$ cat src/rtl/mod_148_4_4_timer.sv
// Five independent PLCA down-counting timers (to, beacon, beacon_det, invalid_beacon, burst),
// each stepping IDLE -> RUNNING -> EXPIRED on bit_tick; status is decoded straight from state flops.
package mod_148_4_4_timer_pkg;
  typedef enum logic [1:0] {
    T_IDLE    = 2'd0,
    T_RUNNING = 2'd1,
    T_EXPIRED = 2'd2
  } tstate_e;
endpackage

// Single timer: start loads the duration (0 expires at once), tick decrements, stop returns to IDLE.
// Start has priority over stop and over a same-cycle tick.
module mod_148_4_4_timer_unit
  import mod_148_4_4_timer_pkg::*;
#(
  parameter int W = 8
) (
  input  logic         clk,
  input  logic         reset_n,
  input  logic         i_tick,
  input  logic         i_start,
  input  logic         i_stop,
  input  logic [W-1:0] i_dur,
  output tstate_e      o_state
);
  localparam logic [W-1:0] L_ONE = W'(1);

  tstate_e      r_state;
  tstate_e      w_state_nxt;
  logic [W-1:0] r_cnt;
  logic [W-1:0] w_cnt_nxt;

  always_ff @(posedge clk or negedge reset_n) begin
    if (!reset_n) begin
      r_state <= T_IDLE;
      r_cnt   <= '0;
    end else begin
      r_state <= w_state_nxt;
      r_cnt   <= w_cnt_nxt;
    end
  end

  always_comb begin
    w_state_nxt = r_state;
    w_cnt_nxt   = r_cnt;
    if (i_start) begin
      w_cnt_nxt   = i_dur;
      w_state_nxt = (i_dur == '0) ? T_EXPIRED : T_RUNNING;
    end else if (i_stop) begin
      w_cnt_nxt   = '0;
      w_state_nxt = T_IDLE;
    end else if ((r_state == T_RUNNING) && i_tick) begin
      // <= 1 rather than == 1 so the counter can never step below zero
      if (r_cnt <= L_ONE) begin
        w_cnt_nxt   = '0;
        w_state_nxt = T_EXPIRED;
      end else begin
        w_cnt_nxt = r_cnt - L_ONE;
      end
    end
  end

  assign o_state = r_state;
endmodule

module mod_148_4_4_timer
  import mod_148_4_4_timer_pkg::*;
#(
  parameter int BEACON_TIMER         = 20,
  parameter int BEACON_DET_TIMER     = 22,
  parameter int INVALID_BEACON_TIMER = 4000
) (
  input  logic       clk,
  input  logic       reset_n,
  input  logic       bit_tick,
  input  logic [7:0] plca_to_timer,
  input  logic [7:0] plca_burst_timer,
  input  logic       to_timer_start,
  input  logic       to_timer_stop,
  input  logic       beacon_timer_start,
  input  logic       beacon_det_timer_start,
  input  logic       invalid_beacon_timer_start,
  input  logic       burst_timer_start,
  output logic       to_timer_done,
  output logic       to_timer_not_done,
  output logic       beacon_timer_done,
  output logic       beacon_det_timer_done,
  output logic       beacon_det_timer_not_done,
  output logic       invalid_beacon_timer_done,
  output logic       burst_timer_done
);
  localparam logic [4:0]  L_BCN_DUR = 5'(BEACON_TIMER);
  localparam logic [4:0]  L_DET_DUR = 5'(BEACON_DET_TIMER);
  localparam logic [12:0] L_INV_DUR = 13'(INVALID_BEACON_TIMER);

  tstate_e w_to_state;
  tstate_e w_bcn_state;
  tstate_e w_det_state;
  tstate_e w_inv_state;
  tstate_e w_burst_state;

  mod_148_4_4_timer_unit #(.W(8)) u_to (
    .clk     (clk),
    .reset_n (reset_n),
    .i_tick  (bit_tick),
    .i_start (to_timer_start),
    .i_stop  (to_timer_stop),
    .i_dur   (plca_to_timer),
    .o_state (w_to_state)
  );

  mod_148_4_4_timer_unit #(.W(5)) u_beacon (
    .clk     (clk),
    .reset_n (reset_n),
    .i_tick  (bit_tick),
    .i_start (beacon_timer_start),
    .i_stop  (1'b0),
    .i_dur   (L_BCN_DUR),
    .o_state (w_bcn_state)
  );

  mod_148_4_4_timer_unit #(.W(5)) u_beacon_det (
    .clk     (clk),
    .reset_n (reset_n),
    .i_tick  (bit_tick),
    .i_start (beacon_det_timer_start),
    .i_stop  (1'b0),
    .i_dur   (L_DET_DUR),
    .o_state (w_det_state)
  );

  mod_148_4_4_timer_unit #(.W(13)) u_invalid_beacon (
    .clk     (clk),
    .reset_n (reset_n),
    .i_tick  (bit_tick),
    .i_start (invalid_beacon_timer_start),
    .i_stop  (1'b0),
    .i_dur   (L_INV_DUR),
    .o_state (w_inv_state)
  );

  mod_148_4_4_timer_unit #(.W(8)) u_burst (
    .clk     (clk),
    .reset_n (reset_n),
    .i_tick  (bit_tick),
    .i_start (burst_timer_start),
    .i_stop  (1'b0),
    .i_dur   (plca_burst_timer),
    .o_state (w_burst_state)
  );

  assign to_timer_done             = (w_to_state == T_EXPIRED);
  assign to_timer_not_done         = (w_to_state == T_RUNNING);
  assign beacon_timer_done         = (w_bcn_state == T_EXPIRED);
  assign beacon_det_timer_done     = (w_det_state == T_EXPIRED);
  assign beacon_det_timer_not_done = (w_det_state == T_RUNNING);
  assign invalid_beacon_timer_done = (w_inv_state == T_EXPIRED);
  assign burst_timer_done          = (w_burst_state == T_EXPIRED);
endmodule

$ cat config.mk
export PLATFORM = sky130hd
export DESIGN_NAME = mod_148_4_4_timer
export DESIGN_NICKNAME = d
export VERILOG_FILES = /design/src/rtl/mod_148_4_4_timer.sv
export SDC_FILE = /design/constraint.sdc
export NUM_CORES = 1
export LEC_CHECK = 0
export CAP_MARGIN = 20
export CORE_UTILIZATION = 56
export DETAILED_ROUTE_END_ITERATION = 10
export GPL_ROUTABILITY_DRIVEN = 1
export PLACE_DENSITY = 0.78
export SLEW_MARGIN = 20
export SYNTH_ARGS = -nofsm -noshare
export SYNTH_HDL_FRONTEND = slang
export SYNTH_SLANG_ARGS = --single-unit
$ cat constraint.sdc
create_clock -name clk -period 2.6 [get_ports clk]
set_input_delay 0.26 -clock clk [delete_from_list [all_inputs] [get_ports clk]]
set_output_delay 0.26 -clock clk [all_outputs]
set_load 0.1 [all_outputs]
==> reports/results.ini, run 1 <==
[die]
start_util=0.5927
die_h_um=73.17
die-area_sq_um=5354
die_w_um=73.17
core-area_sq_um=4786
num_rows=25
io_pins=32

[sta]
timing.final.crit_share=0.8597
fin_ws_ns=0.3647
rsz0062_at_grt=false
fmax_mhz=447.4
setup_viol=0
period_minus_slack_ns=2.235
tightest_slew_ns=0.6390
finClkSkew_ns=0.01267
fin_tns_setup_ns=0
maxSlewViolCount=0
slew_headroom=0.5714
hold_violations=0

[power]
ir_drop_uv=314.3
p_leak_nw=1.313
powerDensity_nw_per_um2=514.6

[logic_synthesis]
synth_nets=343
synth_edf_count=0
synth_compound_area_frac=0.2166
synth_top_family_by_area=simple AND/OR/NAND/NOR gates
avgSynthCellArea_sq_um=9.209
yosys.area_share.simple=0.2563
syn_inst=308
synth_fa_ha_area_frac=0.04411
syn_area_sq_um=2836
synth_xor_area_frac=0
yosys_warnings=0
ys_types=56
synthArstFlopShare=1.000
synthFlopType=dfrtp_1
synthMuxAreaShare=0.01456
synth_seq_cells=49
yosysSeqAreaShare=0.4323

[setup_path]
critPathRequiredTime_ns=2.80
path_cells=inv_1 -> ha_1 -> or4b_2 -> nor2_1 -> nand3b_1 -> a211o_2
critPathCaptureType=register
crit_fanout=4
crit_type=register to register
crit_slowest_cell=or4b_2
max_stage_delay_ns=0.62
worstSetupStartpointType=register
critPathTopFamily=simple AND/OR/NAND/NOR gates
arrival_ns=2.43
worst-path-buf-inv=1

[clock_network]
cts_buffer_depth=2
clock_tree.root_cell=clkbuf_8
cts.repair.resized=0
cts_buffers=5
numClockSinks=49
cts.clk_slew.worst_paths_ns=0.10
post-cts-setup-buffers=0
clk_latency_ns=0.31
h-tree-depth=2
cts_tree=done

[placed_design]
gp_congestion=0.8734
dp.cells=406
place_ws_ns=0.3528
io_buffers=31
hpwl_mm=4.372

[route]
wl_per_cell_um=14.47
routed-via-count=2487
vias_per_cell=5.993
ant_nets=0
routed_wl_mm=6.003
dr.pass1.iters=4
drcViolationCount=0
drt_iter0_drc=183

[grt]
antenna_found_initial=0
grt_pass1_vias=2311
grt_max_degree=26
grt_overflow=0
grt_pass1_wl_mm=10.23
grt_usage=0.2460

[layout]
syn_to_final_growth_pct=17.60
stdcell_count=415
antennaDiodeCount=0
drive_above_1_share=0.1034
layout.nets=382
fin_util=0.6970
fill_cells=393

[hold_path]
hp-class=primary input to async pin

[run_status]
status=finished, final reports clean

[job]
max_cap_viol_count=0

-- worst paths after layout --
check	start	end	slack, ns	depth (start not counted)
setup / recovery	u_invalid_beacon.r_cnt[0]	u_invalid_beacon.r_cnt[8]	0.36	6
hold / removal	reset_n	u_beacon_det.r_cnt[0]	0.48	3
setup reg to reg	u_invalid_beacon.r_cnt[0]	u_invalid_beacon.r_cnt[8]	0.36	6
hold reg to reg	u_invalid_beacon.r_cnt[9]	u_invalid_beacon.r_cnt[9]	0.52	1
max in group asynchronous	reset_n	u_invalid_beacon.r_cnt[12]	1.85	3
min in group clk	u_invalid_beacon.r_cnt[9]	u_invalid_beacon.r_cnt[9]	0.52	1
-- logic make-up (layout without fill, tap and decap cells) --
family | Yosys count | in the layout
multiplexers | 4 | 4
buffers and inverters | 25 | 65
adder cells (fa/ha/maj) | 10 | 10
AND/OR/NAND/NOR | 132 | 132
flip-flops | 49 | 49
AO/OA/AOI/OAI | 88 | 88
-- flip-flops by register name (all words and copies together) (netlist names) --
name                      flops
u_burst.r_cnt                 8
u_burst.o_state               2
u_to.o_state                  2
u_to.r_cnt                    8
u_invalid_beacon.r_cnt       13
u_beacon_det.o_state          2
u_invalid_beacon.o_state      2
u_beacon.r_cnt                5
u_beacon_det.r_cnt            5
u_beacon.o_state              2
-- worst min-delay path: stages --
cell and delay (ns):
dlygate4sd3_1 0.53, buf_2 0.11, buf_4 0.29
-- what timing repair did --
action                     in CTS  in global routing
setup endpoints to repair       0                  0
hold endpoints to repair       49                  0
hold buffers                    1                  0
-- cell usage after synthesis, types with 4 or more instances --
cell / instances / area [sq um]
a211o_1: 5 / 43.79
a21oi_1: 20 / 100.1
a2bb2oi_1: 4 / 35.03
clkbuf_1: 6 / 22.52
dfrtp_1: 49 / 1226
ha_1: 10 / 125.1
inv_1: 17 / 63.81
nand2_1: 24 / 90.09
nand3_1: 11 / 55.05
nand3b_1: 9 / 67.56
nor2_1: 24 / 90.09
nor2b_1: 7 / 43.79
nor3_1: 10 / 50.05
nor4_1: 8 / 50.05
o21ai_0: 16 / 80.08
o31ai_1: 4 / 30.03
or2_2: 4 / 25.02
or3_1: 12 / 75.07
-- per-layer routing --
layer	global-route usage	vias to the layer above	part of all wire
met2	0.4053	48	0.48
li1	-	1239	-
met4	0.07625	0	0.014
met3	0.04558	7	0.028
met5	0	-	0
met1	0.3283	1193	0.48
-- report_power, final --
part           total (mW)  switching [mW]  leakage, nW  internal [mW]
Combinational       0.365           0.205        0.691          0.160
Sequential          0.876          0.0585        0.571          0.818
Clock               0.475           0.259       0.0512          0.216
-- area by class of cell --
class                      instances  area [sq um]  area share
tap                               67         83.83     0.02513
sequential                        49          1226      0.3676
inverter                          17         63.81     0.01913
clock buffer                       6         82.58     0.02476
timing repair buffer              40         357.8      0.1073
clock inverter                     2         13.76    0.004126
multi-input combinational        234          1508      0.4520
-- through the flow --
stage | area [sq um] | power [mW] | hold WS, ns
after detailed placement | 3229 | 1.254 | 0.2746
after floorplan | 2836 | 1.119 | -0.03559
final | 3336 | 1.716 | 0.4841
after global routing | 3336 | 1.817 | 0.5253
after global placement | 3229 | 1.244 | 0.2737
after CTS | 3336 | 1.736 | 0.4716
-- layout by cell type (no fill, tap or decap), types with 3 or more instances in the layout --
cell type	synthesis	final
buf_4	0	15
or3_1	12	12
o211ai_1	3	3
nand4b_1	3	3
o31ai_1	4	4
a211o_1	5	5
a2bb2oi_1	4	4
nor2_1	24	24
dfrtp_1	49	49
nor4_1	8	8
and3b_1	3	3
o21a_1	3	3
inv_1	17	17
nand3b_1	9	9
nor2b_1	7	7
nand3_1	11	11
a22oi_1	3	3
a22o_1	3	3
o21ai_0	16	16
clkdlybuf4s50_1	0	23
o311ai_0	3	3
clkbuf_8	0	6
mux2i_1	3	3
a21o_1	3	3
a21oi_1	20	20
nand4_1	3	3
nor3_1	10	10
or2_2	4	4
nor3b_1	3	3
nand2_1	24	24
ha_1	10	10
Note: power is estimated with default switching activity, not from simulation.
==> run 2: changes to the inputs <==
Settings changed: CTS_CLUSTER_DIAMETER set to 50.
==> results of run 2 <==
Same layout as run 1: the final DEF is identical, and so are final timing and power.
==> RTL change (config.mk and constraints of run 1) <==
Encoding of `tstate_e`: now one-hot (3 bits for 3 states).
--- a/src/rtl/mod_148_4_4_timer.sv
+++ b/src/rtl/mod_148_4_4_timer.sv
@@ -2,8 +2,8 @@
 // each stepping IDLE -> RUNNING -> EXPIRED on bit_tick; status is decoded straight from state flops.
 package mod_148_4_4_timer_pkg;
-  typedef enum logic [1:0] {
-    T_IDLE    = 2'd0,
-    T_RUNNING = 2'd1,
-    T_EXPIRED = 2'd2
+  typedef enum logic [2:0] {
+    T_IDLE    = 3'b001,
+    T_RUNNING = 3'b010,
+    T_EXPIRED = 3'b100
   } tstate_e;
 endpackage
Behaviour: no difference found for any inputs over 4 cycles, from zero or initial values and one cycle with reset_n low; so few cycles prove little.
==> RTL change against run 1 <==
- routed wire length is 2.0% higher
- total power grew 5.6%
- worst setup slack improved by 0.051 ns
- critical path type unchanged
- cell area rose by 5.4%
- critical endpoint is now u_invalid_beacon.r_cnt[10]
- sequential cell count increased by 5
- area after synthesis rose by 5.4%
- via count up 2.9%
- largest power group unchanged
==> RTL change: results (changes against run 1) <==
* Status: finished, final reports clean (unchanged)
* Routed Wire Length at 6120 um (was 6000 um)
* Via count at 2558 (was 2487)
* Fillers at 448 (was 393)
* Drt first pass iters at 4 (unchanged)
* Clock Latency Late Sink at 0.31 ns (about the same)
* Synth Instances at 318 (was 308)
* Routed WL per cell at 14.3 um (was 14.5 um)
* DP Wirelength at 4520 um (was 4370 um)
* Antenna diodes at 0 (unchanged)
* Crit-path max cell delay at 0.58 ns (was 0.62 ns)
* CTS Root Buffer Type: clkbuf_8 (unchanged)
* Num CTS Buffers at 5 (unchanged)
* Hold WC Path Type: in2async (unchanged)
* Net Sw Frac at 0.300 (was 0.305)
* Layout cells sized above 1 at 0.120 (was 0.103)
* CP max stage cell: or4_4 (was or4b_2)
* Lkg Pwr at 0.00140 uW (was 0.00131 uW)
* Peak VDD IR at 0.365 mV (was 0.314 mV)
* Post-synthesis async set-or-reset flop share at 1.00 (unchanged)
* Post-CTS setup buffers at 0 (unchanged)
* Sequential fraction of the synthesis area at 0.454 (was 0.432)
* Synth warnings at 0 (unchanged)
* Initial DRC count at 185 (was 183)
* H-Tree Depth at 2 (unchanged)
* Hold Vio Cnt, Final at 0 (unchanged)
* Clock Skews at 0.00479 ns (was 0.0127 ns)
* Fin nets at 392 (was 382)
* Largest regs: u_invalid_beacon.r_cnt x13, u_burst.r_cnt x8, u_to.r_cnt x8 (unchanged)
* Syn Nets at 353 (was 343)
* Cell count after placement at 419 (was 406)
* Top post-synthesis cells by count: dfrtp_1 (49), nand2_1 (34), nor2_1 (30) (was dfrtp_1 (49), nand2_1 (24), nor2_1 (24))
* Tot GR Track Use at 0.241 (was 0.246)
* Distinct cells, synth at 51 (was 56)
* Vias in the first global route at 2288 (was 2311)
* Clk slew on worst S/H paths at ~0.090 ns
* Largest net degree at the start of global routing at 21 (was 26)
* Area after DPL at 3420 sq um (was 3230 sq um)
* # port buffers at 31 (unchanged)
* GP Congestion at 0.878 (was 0.873)
* Max FFs per register at 13 (unchanged)
* Place WS at 0.275 ns (was 0.353 ns)
* First-pass GRT wire length at 10400 um (was 10200 um)
* Max_slew headroom at 0.686 (was 0.571)
* Top cells by area, synth: dfrtp_1 (41%), dfstp_2 (4.4%), nand2_1 (4.3%) (was dfrtp_1 (43%), ha_1 (4.4%), a21oi_1 (3.5%))
[RTL change: final cells by class]
type                            count  area share
Sequential cell                    54       0.386
Tap cell                           70      0.0249
Clock buffer                        8      0.0256
Multi-Input combinational cell    238       0.440
Inverter                           16      0.0171
Timing Repair Buffer               42       0.106
[RTL change: final timing paths]
check | from | end | slack [ns] | depth (start not counted)
min | reset_n | u_beacon_det.r_cnt[4] | 0.43 | 2
min reg2reg | u_invalid_beacon.r_cnt[10] | u_invalid_beacon.r_cnt[10] | 0.50 | 1
min in group clk | u_invalid_beacon.r_cnt[10] | u_invalid_beacon.r_cnt[10] | 0.50 | 1
max | u_invalid_beacon.r_cnt[7] | u_invalid_beacon.r_cnt[10] | 0.42 | 5
max in group asynchronous | reset_n | u_beacon.o_state[0] | 1.49 | 3
max reg2reg | u_invalid_beacon.r_cnt[7] | u_invalid_beacon.r_cnt[10] | 0.42 | 5
[RTL change: cells by family after synthesis]
family | after synthesis | synth area share
fa+ha+maj | 10 | 0.0418
buf+inv | 26 | 0.0402
mux | 4 | 0.0134
compound gates | 82 | 0.189
simple gates | 142 | 0.262
flops | 54 | 0.454
[RTL change: power by group through the flow]
| stage | clock network, uW | logic [uW] | registers [uW] |
|---|---|---|---|
| 6_report | 487 | 357 | 969 |
| 5_1_grt | 524 | 403 | 978 |
| 4_1_cts | 503 | 358 | 966 |
| 3_5_place_dp | 0 | 355 | 981 |
| 3_3_place_gp | 0 | 346 | 979 |
| 2_1_floorplan | 0 | 245 | 962 |
[RTL change: routing by layer]
layer,part of all wire,global-route usage
met1,0.49,0.334
met5,0,0
met2,0.47,0.391
met3,0.033,0.0428
met4,0.0083,0.0629
[RTL change: repair_timing]
action | in CTS | in global routing
hold buffers | 1 | 0
endpoints found under the hold margin | 16 | 0
resized for setup | 0 | 0
[RTL change: stage by stage]
stage	TNS, ns	hold WS [ns]	util
2_1_floorplan	-0.0111	-0.0356	-
3_3_place_gp	0	0.231	0.665
3_5_place_dp	0	0.235	0.665
4_1_cts	0	0.440	0.684
5_1_grt	0	0.492	0.684
6_report	0	0.432	0.684
